File: src/rtl/debounce_pkg.sv
// Shared limits and helpers for the multi-channel push-button debouncer.
package debounce_pkg;

   localparam int unsigned DB_MAX_CH     = 32;
   localparam int unsigned DB_MAX_STABLE = 255;

   // Width that holds 0..stable_cnt
   function automatic int unsigned db_cnt_width(input int unsigned stable_cnt);
      return $clog2(stable_cnt + 1);
   endfunction

endpackage

File: src/rtl/debounce_channel.sv
// One debounced button channel: optional 2-flop synchroniser, sample counter, level and edge pulses.
// Synchroniser present when DEBOUNCE_SYNC_EN is defined.
module debounce_channel
   import debounce_pkg::*;
#(
   parameter int unsigned STABLE_CNT = 4,
   parameter bit          INVERT     = 1'b1
) (
   input  logic clk,
   input  logic rst,
   input  logic sample_en,
   input  logic pb_in,
   output logic pb_level,
   output logic pb_press,
   output logic pb_release
);

   localparam int unsigned     CW       = db_cnt_width(STABLE_CNT);
   localparam logic [CW-1:0]   CNT_LAST = CW'(STABLE_CNT - 1);

   logic          pin_c;
   logic          raw_c;
   logic [CW-1:0] cnt_q,     cnt_d;
   logic          level_q,   level_d;
   logic          press_q,   press_d;
   logic          release_q, release_d;

`ifdef DEBOUNCE_SYNC_EN
   logic [1:0] sync_q;

   // Flops reset to the idle pin level so reset release never looks like a press
   always_ff @(posedge clk) begin
      if (rst) sync_q <= {2{INVERT}};
      else     sync_q <= {sync_q[0], pb_in};
   end

   assign pin_c = sync_q[1];
`else
   assign pin_c = pb_in;
`endif

   assign raw_c = pin_c ^ INVERT;

   always_ff @(posedge clk) begin
      if (rst) begin
         cnt_q     <= '0;
         level_q   <= 1'b0;
         press_q   <= 1'b0;
         release_q <= 1'b0;
      end else begin
         cnt_q     <= cnt_d;
         level_q   <= level_d;
         press_q   <= press_d;
         release_q <= release_d;
      end
   end

   // Counter is the channel state: zero means stable, nonzero means a change is pending
   always_comb begin
      cnt_d     = cnt_q;
      level_d   = level_q;
      press_d   = 1'b0;
      release_d = 1'b0;
      if (sample_en) begin
         if (raw_c == level_q) begin
            cnt_d = '0;
         end else if (cnt_q == CNT_LAST) begin
            cnt_d     = '0;
            level_d   = raw_c;
            press_d   = raw_c;
            release_d = ~raw_c;
         end else begin
            cnt_d = cnt_q + CW'(1);
         end
      end
   end

   assign pb_level   = level_q;
   assign pb_press   = press_q;
   assign pb_release = release_q;

endmodule

File: src/rtl/debounce_multi.sv
// N-channel push-button debouncer; each channel runs independently off a shared sampling strobe.
// Define DEBOUNCE_SYNC_EN to add a 2-flop synchroniser on every pb_in bit.
module debounce_multi
   import debounce_pkg::*;
#(
   parameter int unsigned NUM_CH     = 4,
   parameter int unsigned STABLE_CNT = 4,
   parameter bit          INVERT     = 1'b1
) (
   input  logic              clk,
   input  logic              rst,
   input  logic              sample_en,
   input  logic [NUM_CH-1:0] pb_in,
   output logic [NUM_CH-1:0] pb_level,
   output logic [NUM_CH-1:0] pb_press,
   output logic [NUM_CH-1:0] pb_release
);

   if (NUM_CH < 1 || NUM_CH > DB_MAX_CH) begin : g_bad_num_ch
      $error("debounce_multi: NUM_CH out of range");
   end
   if (STABLE_CNT < 1 || STABLE_CNT > DB_MAX_STABLE) begin : g_bad_stable_cnt
      $error("debounce_multi: STABLE_CNT out of range");
   end

   for (genvar i = 0; i < NUM_CH; i++) begin : g_ch
      debounce_channel #(
         .STABLE_CNT (STABLE_CNT),
         .INVERT     (INVERT)
      ) u_ch (
         .clk        (clk),
         .rst        (rst),
         .sample_en  (sample_en),
         .pb_in      (pb_in[i]),
         .pb_level   (pb_level[i]),
         .pb_press   (pb_press[i]),
         .pb_release (pb_release[i])
      );
   end

endmodule

File: config.mk
export PLATFORM = sky130hd
export DESIGN_NAME = debounce_multi
export DESIGN_NICKNAME = d
export VERILOG_FILES = /design/src/rtl/debounce_pkg.sv /design/src/rtl/debounce_channel.sv /design/src/rtl/debounce_multi.sv
export SDC_FILE = /design/constraint.sdc
export NUM_CORES = 1
export LEC_CHECK = 0
export BUFFER_PORTS_ARGS = -buffer_cell sky130_fd_sc_hd__clkbuf_2
export CORE_MARGIN = 2
export CORE_UTILIZATION = 56
export DETAILED_ROUTE_END_ITERATION = 6
export PLACE_DENSITY = 0.91
export SLEW_MARGIN = 25
export SYNTH_ARGS = -nofsm -noshare
export SYNTH_HDL_FRONTEND = slang
export SYNTH_HIERARCHICAL = 1
export SYNTH_SLANG_ARGS = --single-unit
File: constraint.sdc
create_clock -name clk -period 2.6 [get_ports clk]
set_clock_uncertainty 0.05 [all_clocks]
set_input_delay 0.13 -clock clk [delete_from_list [all_inputs] [get_ports clk]]
set_output_delay 0.13 -clock clk [all_outputs]
set_load 0.02 [all_outputs]
After elaboration in Yosys (flattened, before gate mapping). Index checks and enable logic that the tools add are counted.

Logic and storage cells: 57. Flip-flop bits (word level): 24.

Multiplexer cells: 8. Bitwise gates (word level): 13. Equality and inequality tests: 8. Add/subtract/negate cells: 4. Reductions and logical operators: 8.

Operator list (count): 3-bit two-way mux (8); 4-bit OR reduction (4); 1-bit inverter (13); 3-bit by 1-bit adder with 3-bit output, second input constant (4); 3-bit by 2-bit == test with 1-bit output, second input constant (4); 3-bit AND reduction (4); 1-bit == test (4).

Longest topological paths before layout.
Depth in word-level cells: 4. Depth in mapped cells: 4. Depth with buffers taken out: 4.

Hierarchy. Netlist, hierarchy kept.

Modules (own cells, without submodules): debounce_channel (area each 244.0 sq um, sequential area each 120.1 sq um, times used 4, cells an instance 24).

Least setup slack after synthesis. OpenSTA, ideal clock, no wires.

Path kind: reg-to-reg. Start point: register g_ch[0].u_ch.cnt_q[0]. End point: register g_ch[0].u_ch.level_q. Buffers on the path: 0. Cell stages (with the launch flop): 5. Setup time: 0.091 ns. Setup slack: 1.558 ns. Arrival time: 0.901 ns. Period minus slack after synthesis: 1.042 ns. Path through: dfxtp_1 > ha_1 > nor2b_4 > a21oi_1 > a311oi_1.

Word-level cells in the longest chain between the ends: 2.

RTL lines: start, declared (RTL line debounce_channel.sv:23) `logic [CW-1:0] cnt_q, cnt_d;`; start signal, assigned (RTL line debounce_channel.sv:51) `cnt_q <= cnt_d;`; 3-bit by 2-bit == test with 1-bit output (RTL line debounce_channel.sv:67) `end else if (cnt_q == CNT_LAST) begin`; 3-bit AND reduction (no source line); end signal, assigned (RTL line debounce_channel.sv:52) `level_q <= level_d;`; end, declared (RTL line debounce_channel.sv:24) `logic level_q, level_d;`.

No other way between the ends. A chain may end at the register's enable or synchronous reset.

Worst setup path in the final report.
Start point: register g_ch[1].u_ch.cnt_q[0]. End point: register g_ch[1].u_ch.level_q.

Word-level cells in the longest chain between the ends: 2.

RTL lines (RTL line): start, declared (debounce_channel.sv:23); start signal, assigned (debounce_channel.sv:51); 3-bit by 2-bit == test with 1-bit output (debounce_channel.sv:67); 3-bit AND reduction (no source line); end signal, assigned (debounce_channel.sv:52); end, declared (debounce_channel.sv:24).

No other way between the ends.

==> flow_metrics.py <==
metrics = {
    "pwr": {
        "power_density_mw_per_mm2": 522.8,
        "p_total_uw": 608.4,
        "clkPwrFrac": 0.306,
        "p_comb_frac": 0.076,
        "seqPwrFrac": 0.619,
        "power_switching_uw": 129.8,
        "power.internal_uw": 478.6,
        "sw_frac_of_total": 0.2134,
        "ir_worst_vdd_uv": 392.9,
        "leakagePower_uw": 0.0004421,
    },
    "floorplanning": {
        "dieHeight_microns": 45.75,
        "rows": 15,
        "design.core.area_sq_mm": 0.001689,
        "fp.dieArea_sq_mm": 0.002093,
        "io_pins": 19,
        "fp.dieW_microns": 45.75,
        "start_util": 0.5778,
    },
    "global_route": {
        "first_global_vias": 709,
        "grt_pass1_wl_mm": 3.029,
        "track_usage": 0.1984,
        "grt_antenna_before_repair": 0,
        "overflow": 0,
        "grt_max_degree": 33,
    },
    "place": {
        "numPortBuffers": 18,
        "hpwl_mm": 1.197,
        "gp_congestion": 0.6676,
    },
    "hold_path": {
        "worst_hold_path.num_cells": 2,
        "hp-class": "primary input to flip-flop",
    },
    "synthesis": {
        "synthAdderAreaFrac": 0.05128,
        "synthXorXnorAreaFrac": 0.03590,
        "synth_top_area_share": 0.4923,
        "synth_cell_types": 12,
        "synth_seq_cells": 24,
        "synth_top_family_by_area": "simple AND/OR/NAND/NOR gates",
        "synthSimpleGateAreaFrac": 0.3026,
        "syn_nets": 107,
        "syn_area_per_cell_sq_um": 10.17,
        "netlist_area_sq_um": 975.9,
        "ys_warn_count": 6,
        "synthMuxAreaShare": 0,
        "yosysSeqAreaShare": 0.4923,
        "netlist_top_cells_area": "dfxtp_1 (49%), nand2b_1 (10%), a21oi_1 (8.2%)",
        "synth_largest_area_cell": "dfxtp_1",
        "synth_cells": 96,
        "synth_compound_area_frac": 0.1179,
    },
    "timing": {
        "fin_setup_tns_ns": 0,
        "timing.final.crit_share": 0.4771,
        "fin_crit_ns": 1.240,
        "slew_violations": 0,
        "hold_violations": 0,
        "worst_slew_pin_slew_ns": 0.5243,
        "rsz0062_at_grt": "false",
        "setup_violations": 0,
        "slew_headroom": 0.6505,
        "max_freq_ghz": 0.8062,
    },
    "drt": {
        "drtIter0Drc": 9,
        "drt-wirelength-per-cell_microns": 12.69,
        "first_pass_iters": 2,
        "ant_nets": 0,
        "wl_mm": 1.764,
        "drc_errors": 0,
        "num_vias": 764,
        "via_per_inst": 5.496,
    },
    "clocking": {
        "cts_buffer_depth": 2,
        "clock-sinks": 24,
        "cts_root_buffer": "clkbuf_4",
        "cts_max_level": 1,
        "cts_made_buffers": 3,
        "cts_tree": "done",
        "cts_resized": 0,
        "path_clk_slew_ns": 0.12,
        "clock_latency_ns": 0.30,
    },
    "layout": {
        "antenna_cells": 0,
        "num-nets-final": 134,
        "area_growth_pct": 19.23,
        "final_common_cell": "dfxtp_1",
        "drive_gt1_frac": 0.2131,
        "final_cell_mix": "dfxtp_1 (24), clkbuf_2 (18), nand2b_1 (16), a21oi_1 (16), nand2_1 (8)",
    },
    "outcome": {
        "outcome": "finished clean",
    },
    "critical_path": {
        "cp_max_fo": 4,
        "cp-end-kind": "flip-flop",
        "reg2reg_depth": 4,
        "critPathArrivalTime_ns": 1.40,
        "cp.required_ns": 2.76,
        "crit_type": "flip-flop to flip-flop",
        "crit_path_start_kind": "flip-flop",
    },
    "flow_run": {
        "drv_cap": 0,
    },
}
per-stage QoR:
step / instances / worst slack (ns) / instance area [sq um] / utilization / hold slack, ns
global route: 139 / 1.253 / 1164 / 0.6889 / 0.2648
finish: 139 / 1.360 / 1164 / 0.6889 / 0.2523
floorplan: 96 / 1.558 / 975.9 / - / 0.1491
detailed placement: 131 / 1.380 / 1087 / 0.6437 / 0.3150
CTS: 138 / 1.352 / 1154 / 0.6830 / 0.001159
global placement: 131 / 1.483 / 1087 / 0.6437 / 0.3067
power groups by stage:
stage / sequential, uW / combinational [uW] / clock (uW)
after floorplan: 384 / 19.4 / 0
after detailed placement: 385 / 40.6 / 0
after global placement: 384 / 38.8 / 0
final: 376 / 46.1 / 186
after CTS: 377 / 44.5 / 193
after global routing: 378 / 51.2 / 212
final timing paths:
path / slack (ns) / end / start
worst max-delay path: 1.36 / g_ch[1].u_ch/pb_level / g_ch[1].u_ch/cnt_q[0]
worst max register to register: 1.36 / g_ch[1].u_ch/pb_level / g_ch[1].u_ch/cnt_q[0]
worst min register to register: 0.44 / g_ch[0].u_ch/cnt_q[1] / g_ch[0].u_ch/cnt_q[1]
worst min-delay path: 0.25 / g_ch[1].u_ch/cnt_q[0] / rst
registers in the layout (all words and copies together) (netlist names):
name and count:
g_ch.u_ch/cnt_q 12, g_ch.u_ch/pb_level 4, g_ch.u_ch/pb_press 4, g_ch.u_ch/pb_release 4
area by class of cell:
type | count | area [sq um]
timing repair buffer | 22 | 130.1
sequential | 24 | 480.5
multi-input combinational | 72 | 495.5
clock buffer | 4 | 36.28
fill | 143 | 525.5
tap | 17 | 21.27
Yosys cell counts (all sizes together):
| master | number |
|---|---|
| nor3 | 4 |
| nand2 | 8 |
| nand3 | 4 |
| ha | 4 |
| nand2b | 16 |
| dfxtp | 24 |
| a311oi | 4 |
| nand4bb | 4 |
| xnor2 | 4 |
| nor4 | 4 |
| a21oi | 16 |
| nor2b | 4 |
worst max-delay path: stages (launching register included):
cell      delay (ns)
dfxtp_1         0.38
ha_1            0.18
nor2b_4         0.18
a21oi_1         0.08
a311oi_1        0.29
repair_timing:
item,4_1_cts,5_1_grt
setup buffers,0,0
hold endpoints to repair,3,1
hold buffers,3,1
endpoints found under the setup margin,0,0
routing by layer:
layer | share of wire | GRT usage | routed length [microns] | vias to the layer above
li1 | - | - | - | 399
met1 | 0.44 | 0.2255 | 783 | 353
met2 | 0.52 | 0.3577 | 914 | 10
met3 | 0.023 | 0.03968 | 41 | 2
met4 | 0.014 | 0.08000 | 24 | 0
met5 | 0 | 0 | 0 | -
cell families (layout without fill, tap and decap cells):
group                      after synthesis  after routing
adders and majority gates                4              4
xor gates and xnor gates                 4              4
AOI/OAI and AO/OA                       20             20
buffers and inverters                    0             26
and+or+nand+nor                         44             44
DFF                                     24             24
(Power assumes the default switching activity.)
